### src/rtl/tron_pkg.sv
// Shared definitions for the Tron round sequencer: direction codes, colours,
// winner codes, FSM states and small steering helpers.
package tron_pkg;

  localparam int ADDR_W = 15;

  localparam logic [1:0] DIR_UP    = 2'b00;
  localparam logic [1:0] DIR_DOWN  = 2'b01;
  localparam logic [1:0] DIR_LEFT  = 2'b10;
  localparam logic [1:0] DIR_RIGHT = 2'b11;

  localparam logic [2:0] COL_BLACK  = 3'b000;
  localparam logic [2:0] COL_BORDER = 3'b111;
  localparam logic [2:0] COL_P1     = 3'b101;
  localparam logic [2:0] COL_P2     = 3'b011;

  localparam logic [1:0] WIN_NONE = 2'b00;

  // HEAD1/HEAD2 are the two head-drawing cycles that finish the clear sweep.
  typedef enum logic [3:0] {
    ST_IDLE, ST_CLEAR, ST_HEAD1, ST_HEAD2, ST_WAIT,
    ST_RD1, ST_RD2, ST_CHK, ST_WR1, ST_WR2, ST_OVER
  } state_e;

  // Opposite direction: up<->down, left<->right.
  function automatic logic [1:0] reverse_dir(input logic [1:0] d);
    return {d[1], ~d[0]};
  endfunction

  // A requested direction that would U-turn into the own trail is dropped.
  function automatic logic [1:0] steer(input logic [1:0] cur, input logic [1:0] req);
    return (req == reverse_dir(cur)) ? cur : req;
  endfunction

  function automatic logic [7:0] step_x(input logic [7:0] x, input logic [1:0] d);
    logic [7:0] r;
    case (d)
      DIR_LEFT:  r = x - 8'd1;
      DIR_RIGHT: r = x + 8'd1;
      default:   r = x;
    endcase
    return r;
  endfunction

  function automatic logic [6:0] step_y(input logic [6:0] y, input logic [1:0] d);
    logic [6:0] r;
    case (d)
      DIR_UP:   r = y - 7'd1;
      DIR_DOWN: r = y + 7'd1;
      default:  r = y;
    endcase
    return r;
  endfunction

endpackage

### src/rtl/tron_tick_divider.sv
// Game-tick divider: counts 0..TICK_DIV-1 while enabled and pulses tick for
// one cycle on the terminal count. Disabling clears the count so every WAIT
// period is a full TICK_DIV cycles long.
module tron_tick_divider #(
  parameter int TICK_DIV = 2000000
) (
  input  logic clk,
  input  logic resetn,
  input  logic en,
  output logic tick
);
  localparam int CW = $clog2(TICK_DIV);
  localparam logic [CW-1:0] TERM    = CW'(TICK_DIV - 1);
  localparam logic [CW-1:0] CNT_ONE = {{(CW-1){1'b0}}, 1'b1};

  logic [CW-1:0] cnt_q, cnt_d;

  // Next count and terminal-count pulse.
  always_comb begin
    cnt_d = cnt_q;
    tick  = 1'b0;
    if (!en) begin
      cnt_d = {CW{1'b0}};
    end else if (cnt_q == TERM) begin
      cnt_d = {CW{1'b0}};
      tick  = 1'b1;
    end else begin
      cnt_d = cnt_q + CNT_ONE;
    end
  end

  // Count register.
  always_ff @(posedge clk or negedge resetn) begin
    if (!resetn) cnt_q <= {CW{1'b0}};
    else         cnt_q <= cnt_d;
  end
endmodule

### src/rtl/tron_round_sequencer.sv
// Tron round sequencer: clears the screen, draws border and heads, then moves
// both light-cycles once per tick, checking the occupancy RAM for collisions.
// All VGA and occupancy outputs are registered; values computed in a state
// are presented during the following state.
module tron_round_sequencer
  import tron_pkg::*;
#(
  parameter int SCREEN_W = 160,
  parameter int SCREEN_H = 120,
  parameter int TICK_DIV = 2000000,
  parameter int P1_X0    = 5,
  parameter int P1_Y0    = 5,
  parameter int P2_X0    = 154,
  parameter int P2_Y0    = 114
) (
  input  logic              clk,
  input  logic              resetn,
  input  logic              start,
  input  logic [1:0]        p1_dir,
  input  logic [1:0]        p2_dir,
  output logic [ADDR_W-1:0] occ_addr,
  output logic              occ_we,
  output logic              occ_wdata,
  input  logic              occ_rdata,
  output logic [7:0]        vga_x,
  output logic [6:0]        vga_y,
  output logic [2:0]        vga_colour,
  output logic              vga_plot,
  output logic              busy,
  output logic              round_over,
  output logic [1:0]        winner
);
  localparam logic [7:0] X_LAST = 8'(SCREEN_W - 1);
  localparam logic [6:0] Y_LAST = 7'(SCREEN_H - 1);
  localparam logic [7:0] P1X = 8'(P1_X0);
  localparam logic [6:0] P1Y = 7'(P1_Y0);
  localparam logic [7:0] P2X = 8'(P2_X0);
  localparam logic [6:0] P2Y = 7'(P2_Y0);

  state_e      state_q, state_d;
  logic [7:0]  cx_q, cx_d, h1x_q, h1x_d, h2x_q, h2x_d, n1x_q, n1x_d, n2x_q, n2x_d;
  logic [6:0]  cy_q, cy_d, h1y_q, h1y_d, h2y_q, h2y_d, n1y_q, n1y_d, n2y_q, n2y_d;
  logic [1:0]  d1_q, d1_d, d2_q, d2_d, winner_q, winner_d;
  logic        occ1_q, occ1_d, busy_q, busy_d, over_q, over_d;
  logic [7:0]  vga_x_q, vga_x_d;
  logic [6:0]  vga_y_q, vga_y_d;
  logic [2:0]  vga_colour_q, vga_colour_d;
  logic        vga_plot_q, vga_plot_d, occ_we_q, occ_we_d, occ_wdata_q, occ_wdata_d;
  logic [ADDR_W-1:0] occ_addr_q, occ_addr_d;

  logic        tick_s, same_s, lose1_s, lose2_s, plot_s, clr_pix_s, border_s;
  logic [7:0]  px_s;
  logic [6:0]  py_s;
  logic [2:0]  pcol_s;

  tron_tick_divider #(.TICK_DIV(TICK_DIV)) u_tick (
    .clk    (clk),
    .resetn (resetn),
    .en     (state_q == ST_WAIT),
    .tick   (tick_s)
  );

  assign same_s = (n1x_q == n2x_q) && (n1y_q == n2y_q);

  // Next-state, datapath and output-register computation.
  always_comb begin
    state_d = state_q;  cx_d = cx_q;  cy_d = cy_q;
    h1x_d = h1x_q;  h1y_d = h1y_q;  h2x_d = h2x_q;  h2y_d = h2y_q;
    n1x_d = n1x_q;  n1y_d = n1y_q;  n2x_d = n2x_q;  n2y_d = n2y_q;
    d1_d = d1_q;  d2_d = d2_q;  occ1_d = occ1_q;  winner_d = winner_q;
    occ_addr_d = occ_addr_q;
    lose1_s = 1'b0;  lose2_s = 1'b0;  border_s = 1'b0;
    plot_s = 1'b0;  clr_pix_s = 1'b0;
    px_s = 8'd0;  py_s = 7'd0;  pcol_s = COL_BLACK;
    case (state_q)
      ST_IDLE, ST_OVER: begin
        if (start) begin
          state_d = ST_CLEAR;  cx_d = 8'd0;  cy_d = 7'd0;  clr_pix_s = 1'b1;
          h1x_d = P1X;  h1y_d = P1Y;  h2x_d = P2X;  h2y_d = P2Y;
          d1_d = DIR_RIGHT;  d2_d = DIR_LEFT;  winner_d = WIN_NONE;
        end else begin
          state_d = state_q;
        end
      end
      ST_CLEAR: begin
        if (cx_q == X_LAST && cy_q == Y_LAST) begin
          state_d = ST_HEAD1;
          plot_s = 1'b1;  px_s = h1x_q;  py_s = h1y_q;  pcol_s = COL_P1;
        end else if (cx_q == X_LAST) begin
          cx_d = 8'd0;  cy_d = cy_q + 7'd1;  clr_pix_s = 1'b1;
        end else begin
          cx_d = cx_q + 8'd1;  clr_pix_s = 1'b1;
        end
      end
      ST_HEAD1: begin
        state_d = ST_HEAD2;
        plot_s = 1'b1;  px_s = h2x_q;  py_s = h2y_q;  pcol_s = COL_P2;
      end
      ST_HEAD2: state_d = ST_WAIT;
      ST_WAIT: begin
        if (tick_s) begin
          d1_d = steer(d1_q, p1_dir);
          d2_d = steer(d2_q, p2_dir);
          n1x_d = step_x(h1x_q, d1_d);  n1y_d = step_y(h1y_q, d1_d);
          n2x_d = step_x(h2x_q, d2_d);  n2y_d = step_y(h2y_q, d2_d);
          occ_addr_d = {n1y_d, n1x_d};
          state_d = ST_RD1;
        end else begin
          state_d = ST_WAIT;
        end
      end
      ST_RD1: begin
        occ_addr_d = {n2y_q, n2x_q};
        state_d = ST_RD2;
      end
      ST_RD2: begin
        occ1_d = occ_rdata;
        state_d = ST_CHK;
      end
      ST_CHK: begin
        lose1_s = occ1_q | same_s;
        lose2_s = occ_rdata | same_s;
        if (lose1_s || lose2_s) begin
          winner_d = {lose1_s, lose2_s};
          state_d = ST_OVER;
        end else begin
          state_d = ST_WR1;
          plot_s = 1'b1;  px_s = n1x_q;  py_s = n1y_q;  pcol_s = COL_P1;
        end
      end
      ST_WR1: begin
        h1x_d = n1x_q;  h1y_d = n1y_q;  state_d = ST_WR2;
        plot_s = 1'b1;  px_s = n2x_q;  py_s = n2y_q;  pcol_s = COL_P2;
      end
      ST_WR2: begin
        h2x_d = n2x_q;  h2y_d = n2y_q;  state_d = ST_WAIT;
      end
      default: state_d = ST_IDLE;
    endcase

    // Raster pixel of the clear sweep: border cells white and occupied.
    if (clr_pix_s) begin
      border_s = (cx_d == 8'd0) || (cx_d == X_LAST) || (cy_d == 7'd0) || (cy_d == Y_LAST);
      plot_s = 1'b1;  px_s = cx_d;  py_s = cy_d;
      pcol_s = border_s ? COL_BORDER : COL_BLACK;
    end else begin
      border_s = 1'b0;
    end

    vga_x_d = vga_x_q;  vga_y_d = vga_y_q;  vga_colour_d = vga_colour_q;
    occ_wdata_d = occ_wdata_q;
    vga_plot_d = plot_s;  occ_we_d = plot_s;
    if (plot_s) begin
      vga_x_d = px_s;  vga_y_d = py_s;  vga_colour_d = pcol_s;
      occ_addr_d = {py_s, px_s};
      occ_wdata_d = (pcol_s != COL_BLACK);
    end else begin
      vga_plot_d = 1'b0;
    end

    busy_d = (state_d != ST_IDLE) && (state_d != ST_OVER);
    over_d = (state_d == ST_OVER);
  end

  // State, datapath and output registers.
  always_ff @(posedge clk or negedge resetn) begin
    if (!resetn) begin
      state_q <= ST_IDLE;  cx_q <= 8'd0;  cy_q <= 7'd0;
      h1x_q <= P1X;  h1y_q <= P1Y;  h2x_q <= P2X;  h2y_q <= P2Y;
      n1x_q <= 8'd0;  n1y_q <= 7'd0;  n2x_q <= 8'd0;  n2y_q <= 7'd0;
      d1_q <= DIR_RIGHT;  d2_q <= DIR_LEFT;  occ1_q <= 1'b0;  winner_q <= WIN_NONE;
      busy_q <= 1'b0;  over_q <= 1'b0;
      vga_x_q <= 8'd0;  vga_y_q <= 7'd0;  vga_colour_q <= COL_BLACK;  vga_plot_q <= 1'b0;
      occ_addr_q <= {ADDR_W{1'b0}};  occ_we_q <= 1'b0;  occ_wdata_q <= 1'b0;
    end else begin
      state_q <= state_d;  cx_q <= cx_d;  cy_q <= cy_d;
      h1x_q <= h1x_d;  h1y_q <= h1y_d;  h2x_q <= h2x_d;  h2y_q <= h2y_d;
      n1x_q <= n1x_d;  n1y_q <= n1y_d;  n2x_q <= n2x_d;  n2y_q <= n2y_d;
      d1_q <= d1_d;  d2_q <= d2_d;  occ1_q <= occ1_d;  winner_q <= winner_d;
      busy_q <= busy_d;  over_q <= over_d;
      vga_x_q <= vga_x_d;  vga_y_q <= vga_y_d;  vga_colour_q <= vga_colour_d;
      vga_plot_q <= vga_plot_d;
      occ_addr_q <= occ_addr_d;  occ_we_q <= occ_we_d;  occ_wdata_q <= occ_wdata_d;
    end
  end

  assign occ_addr   = occ_addr_q;
  assign occ_we     = occ_we_q;
  assign occ_wdata  = occ_wdata_q;
  assign vga_x      = vga_x_q;
  assign vga_y      = vga_y_q;
  assign vga_colour = vga_colour_q;
  assign vga_plot   = vga_plot_q;
  assign busy       = busy_q;
  assign round_over = over_q;
  assign winner     = winner_q;
endmodule

### config.mk
export PLATFORM = sky130hd
export DESIGN_NAME = tron_round_sequencer
export DESIGN_NICKNAME = d
export VERILOG_FILES = /design/src/rtl/tron_pkg.sv /design/src/rtl/tron_tick_divider.sv /design/src/rtl/tron_round_sequencer.sv
export SDC_FILE = /design/constraint.sdc
export NUM_CORES = 1
export LEC_CHECK = 0
export CAP_MARGIN = 20
export CORE_ASPECT_RATIO = 0.5
export CORE_MARGIN = 4
export CORE_UTILIZATION = 50
export DETAILED_ROUTE_END_ITERATION = 16
export PLACE_DENSITY = 0.82
export SKIP_LAST_GASP = 1
export SLEW_MARGIN = 0
export SYNTH_ARGS = -nofsm -noshare
export SYNTH_HDL_FRONTEND = slang
export SYNTH_HIERARCHICAL = 1
export SYNTH_SLANG_ARGS = --single-unit
### constraint.sdc
create_clock -name clk -period 3.4 [get_ports clk]
set_clock_uncertainty 0.2 [all_clocks]
set_input_delay 1.02 -clock clk [delete_from_list [all_inputs] [get_ports clk]]
set_output_delay 1.02 -clock clk [all_outputs]
set_load 0.005 [all_outputs]
==> metrics.yaml <==
layout:
  antenna_cells: 0
  final_common_cell: "nand2_1"
  multi_input_area_sq_mm: 0.004593
  fillers: 1271
  final_cell_mix: "nand2_1, dfrtp_1, nor2_1, buf_4, o21ai_0"
  syn2layout_area_growth_pct: 23.83
  finalNetCount: 1074
  seqCellArea_sq_mm: 0.003622
  drive_above_1_share: 0.1819
  layout.cells.non_filler: 1277
synthesis:
  ys_async_sr_fraction: 1.000
  synth_edf_count: 0
  synth_nets: 970
  synth_largest_area_cell: "dfrtp_1"
  synth_xor_area_frac: 0.06829
  seq_area_frac_synth: 0.4345
  synth_area_leaders: "dfrtp_1, nand2_1, o21ai_0, dfstp_2, xnor2_1"
  synth_seq_cells: 144
  synth_compound_area_frac: 0.1830
  synthSimpleGateAreaFrac: 0.2019
  syn_avg_cell_area_sq_um: 8.935
  synth.top_cell.area_share: 0.3872
  synth_top_family_by_area: "simple AND/OR/NAND/NOR gates"
  synth_cell_types: 78
  synthFlopType: "dfrtp_1"
  muxShareOfSynthArea: 0.02206
  yosysWarnings: 6
  synth_area_sq_mm: 0.008337
  yosys.area_share.adder: 0.04713
  synth_cells: 933
clock_tree:
  cts_sinks: 144
  cts_hold_buf: 0
  cts_buffers: 17
  clk_pin_slew_ns: 0.07
  clkLatencyLatePin_ns: 0.43
  cts_buffer_depth: 2
  cts_tree: "done"
  htree_levels: 4
  root_buffer: "clkbuf_16"
critical_path:
  required_ns: 3.52
  cp-end-kind: "flip-flop"
  path_max_fanout: 4
  crit_path_start_kind: "input port"
  crit_arrival_ns: 3.50
  crit_type: "in -> reg"
place:
  globalplace.congestion: 0.9365
  dp.cells: 1239
  port_buffers: 47
  hpwl_microns: 16970
  preCtsSetupSlack_ns: -0.9430
timing:
  setup_viol: 0
  drv_slew: 0
  relSlewSlack: 0.5382
  rsz0062_at_grt: "true"
  hold_viol_final: 0
  fmax_mhz: 296.1
  min_period_over_period: 0.9933
  period_minus_slack_ns: 3.377
  worst_slack_ns: 0.02274
  tightest_slew_ns: 0.6927
grt:
  grt_pass1_vias: 7744
  grt_pass1_wl_microns: 39720
  antenna_found_initial: 0
  grt.overflow.total: 0
  grt_max_degree: 66
  grt_usage: 0.2626
run:
  drv_cap: 0
hold_path:
  worstHoldPathType: "reg -> reg"
run_status:
  status: "finished, final reports clean"
routing:
  dr_total_vias: 7826
  post_drt_wl_per_cell_microns: 19.09
  firstDrtPassIters: 6
  drt-total-wl_microns: 24380
  drt-initial-drc-count: 961
  viasPerCell: 6.128
  drc_errors: 0
  ant_nets: 0
pwr:
  power_density_mw_per_mm2: 903.3
  clkPwrFrac: 0.196
  peakVddDrop_mv: 0.5169
  intPower_uw: 5549
  seqPwrFrac: 0.278
  leakage_uw: 0.004499
  p_sw_frac: 0.4049
  p_comb_frac: 0.525
  p_switching_uw: 3776
floorplan:
  rows: 33
  start_util: 0.5099
  dieArea_sq_mm: 0.01893
  coreArea_sq_mm: 0.01635
  die_h_microns: 99.31
  ioPinCount: 48
  dieWidth_microns: 190.6
stage by stage:
step / hold WS (ns) / utilization / area (sq um) / TNS, ns / total power [uW]
4_1_cts: 0.2618 / 0.6261 / 10240 / 0 / 9123
3_3_place_gp: 0.2480 / 0.5888 / 9627 / -15.26 / 6964
3_5_place_dp: 0.2540 / 0.5888 / 9627 / -19.11 / 7168
5_1_grt: 0.2999 / 0.6314 / 10320 / -0.2921 / 9879
6_report: 0.2627 / 0.6314 / 10320 / 0 / 9325
2_1_floorplan: 0.2319 / - / 8521 / -1.623 / 5381
cells by family after synthesis:
family                     after synthesis
adders and majority gates               29
DFF                                    144
buffers and inverters                   73
AOI/OAI and AO/OA                      247
xor gates and xnor gates                65
muxes                                   18
and+or+nand+nor                        357
flip-flops by register name, indices dropped and copies added, names as in the netlist, 8 cells and up:
| signal | flops |
|---|---|
| cx_q | 8 |
| h1x_q | 8 |
| h2x_q | 8 |
| n1x_q | 8 |
| n2x_q | 8 |
| occ_addr | 15 |
| u_tick/cnt_q | 21 |
| vga_x | 8 |
power by group through the flow:
| stage | combinational, uW | sequential, uW | clock (uW) |
|---|---|---|---|
| after floorplan | 2870 | 2510 | 0 |
| after global placement | 4390 | 2570 | 0 |
| after detailed placement | 4570 | 2600 | 0 |
| after CTS | 4700 | 2580 | 1840 |
| after global routing | 5320 | 2640 | 1920 |
| final | 4900 | 2600 | 1830 |
layout make-up:
| type | instances | area share |
|---|---|---|
| Multi-Input combinational cell | 716 | 0.4449 |
| Sequential cell | 144 | 0.3509 |
| Timing Repair Buffer | 137 | 0.1137 |
| Clock buffer | 20 | 0.04327 |
| Tap cell | 227 | 0.02751 |
| Clock inverter | 12 | 0.01212 |
| Inverter | 21 | 0.007635 |
repair_timing:
action / 4_1_cts / 5_1_grt
pin swaps: 10 / 19
gates resized for setup: 10 / 18
setup buffers: 3 / 3
endpoints found under the setup margin: 23 / 13
synth_stat cells, types with 3 or more instances:
cell	count
a211oi_1	3
a21o_1	19
a21oi_1	62
a221oi_1	4
a222oi_1	12
a22oi_1	6
a31oi_1	16
and2_1	4
and3_1	5
buf_1	3
buf_2	10
buf_4	8
clkbuf_1	28
dfrtp_1	129
dfstp_2	15
fa_1	4
ha_1	25
inv_1	20
mux2i_1	15
nand2_1	156
nand2b_1	6
nand3_1	19
nand4_1	14
nand4b_1	4
nor2_1	92
nor2b_1	4
nor3_1	14
nor4_1	11
o211ai_1	7
o21ai_0	85
o21ai_1	3
o21bai_1	6
o31ai_1	5
or2_2	3
or3_1	4
xnor2_1	42
xor2_1	23
routing by layer:
metal | wire length, microns | global-route usage
met3 | 2612 | 0.06732
met5 | 0 | 0
met2 | 11370 | 0.4263
met1 | 9704 | 0.3453
met4 | 686 | 0.09487
worst max-delay path, stage by stage:
cell      delay, ns
buf_8          0.10
xor2_4         0.15
mux2i_4        0.21
or2_4          0.29
buf_12         0.14
ha_4           0.21
a21o_1         0.19
a21oi_2        0.17
o21bai_1       0.11
a21oi_2        0.15
xor2_1         0.17
nor2_1         0.08
xnor2_1        0.22
a21oi_1        0.10
o22a_1         0.17
worst paths after layout:
kind | end | slack [ns] | from | depth (start not counted)
min | u_tick/cnt_q[0]$_DFF_PN0_ | 0.26 | u_tick/cnt_q[0]$_DFF_PN0_ | 1
max reg2reg | occ_addr[7]$_DFFE_PN0P_ | 0.11 | d1_q[1]$_DFFE_PN1P_ | 13
min reg2reg | u_tick/cnt_q[0]$_DFF_PN0_ | 0.26 | u_tick/cnt_q[0]$_DFF_PN0_ | 1
min in group asynchronous | cx_q[7]$_DFF_PN0_ | 0.34 | resetn | 1
max in group asynchronous | d2_q[1]$_DFFE_PN1P_ | 1.82 | resetn | 2
max | occ_addr[14]$_DFFE_PN0P_ | 0.02 | p1_dir[1] | 15
(Power assumes the default switching activity.)
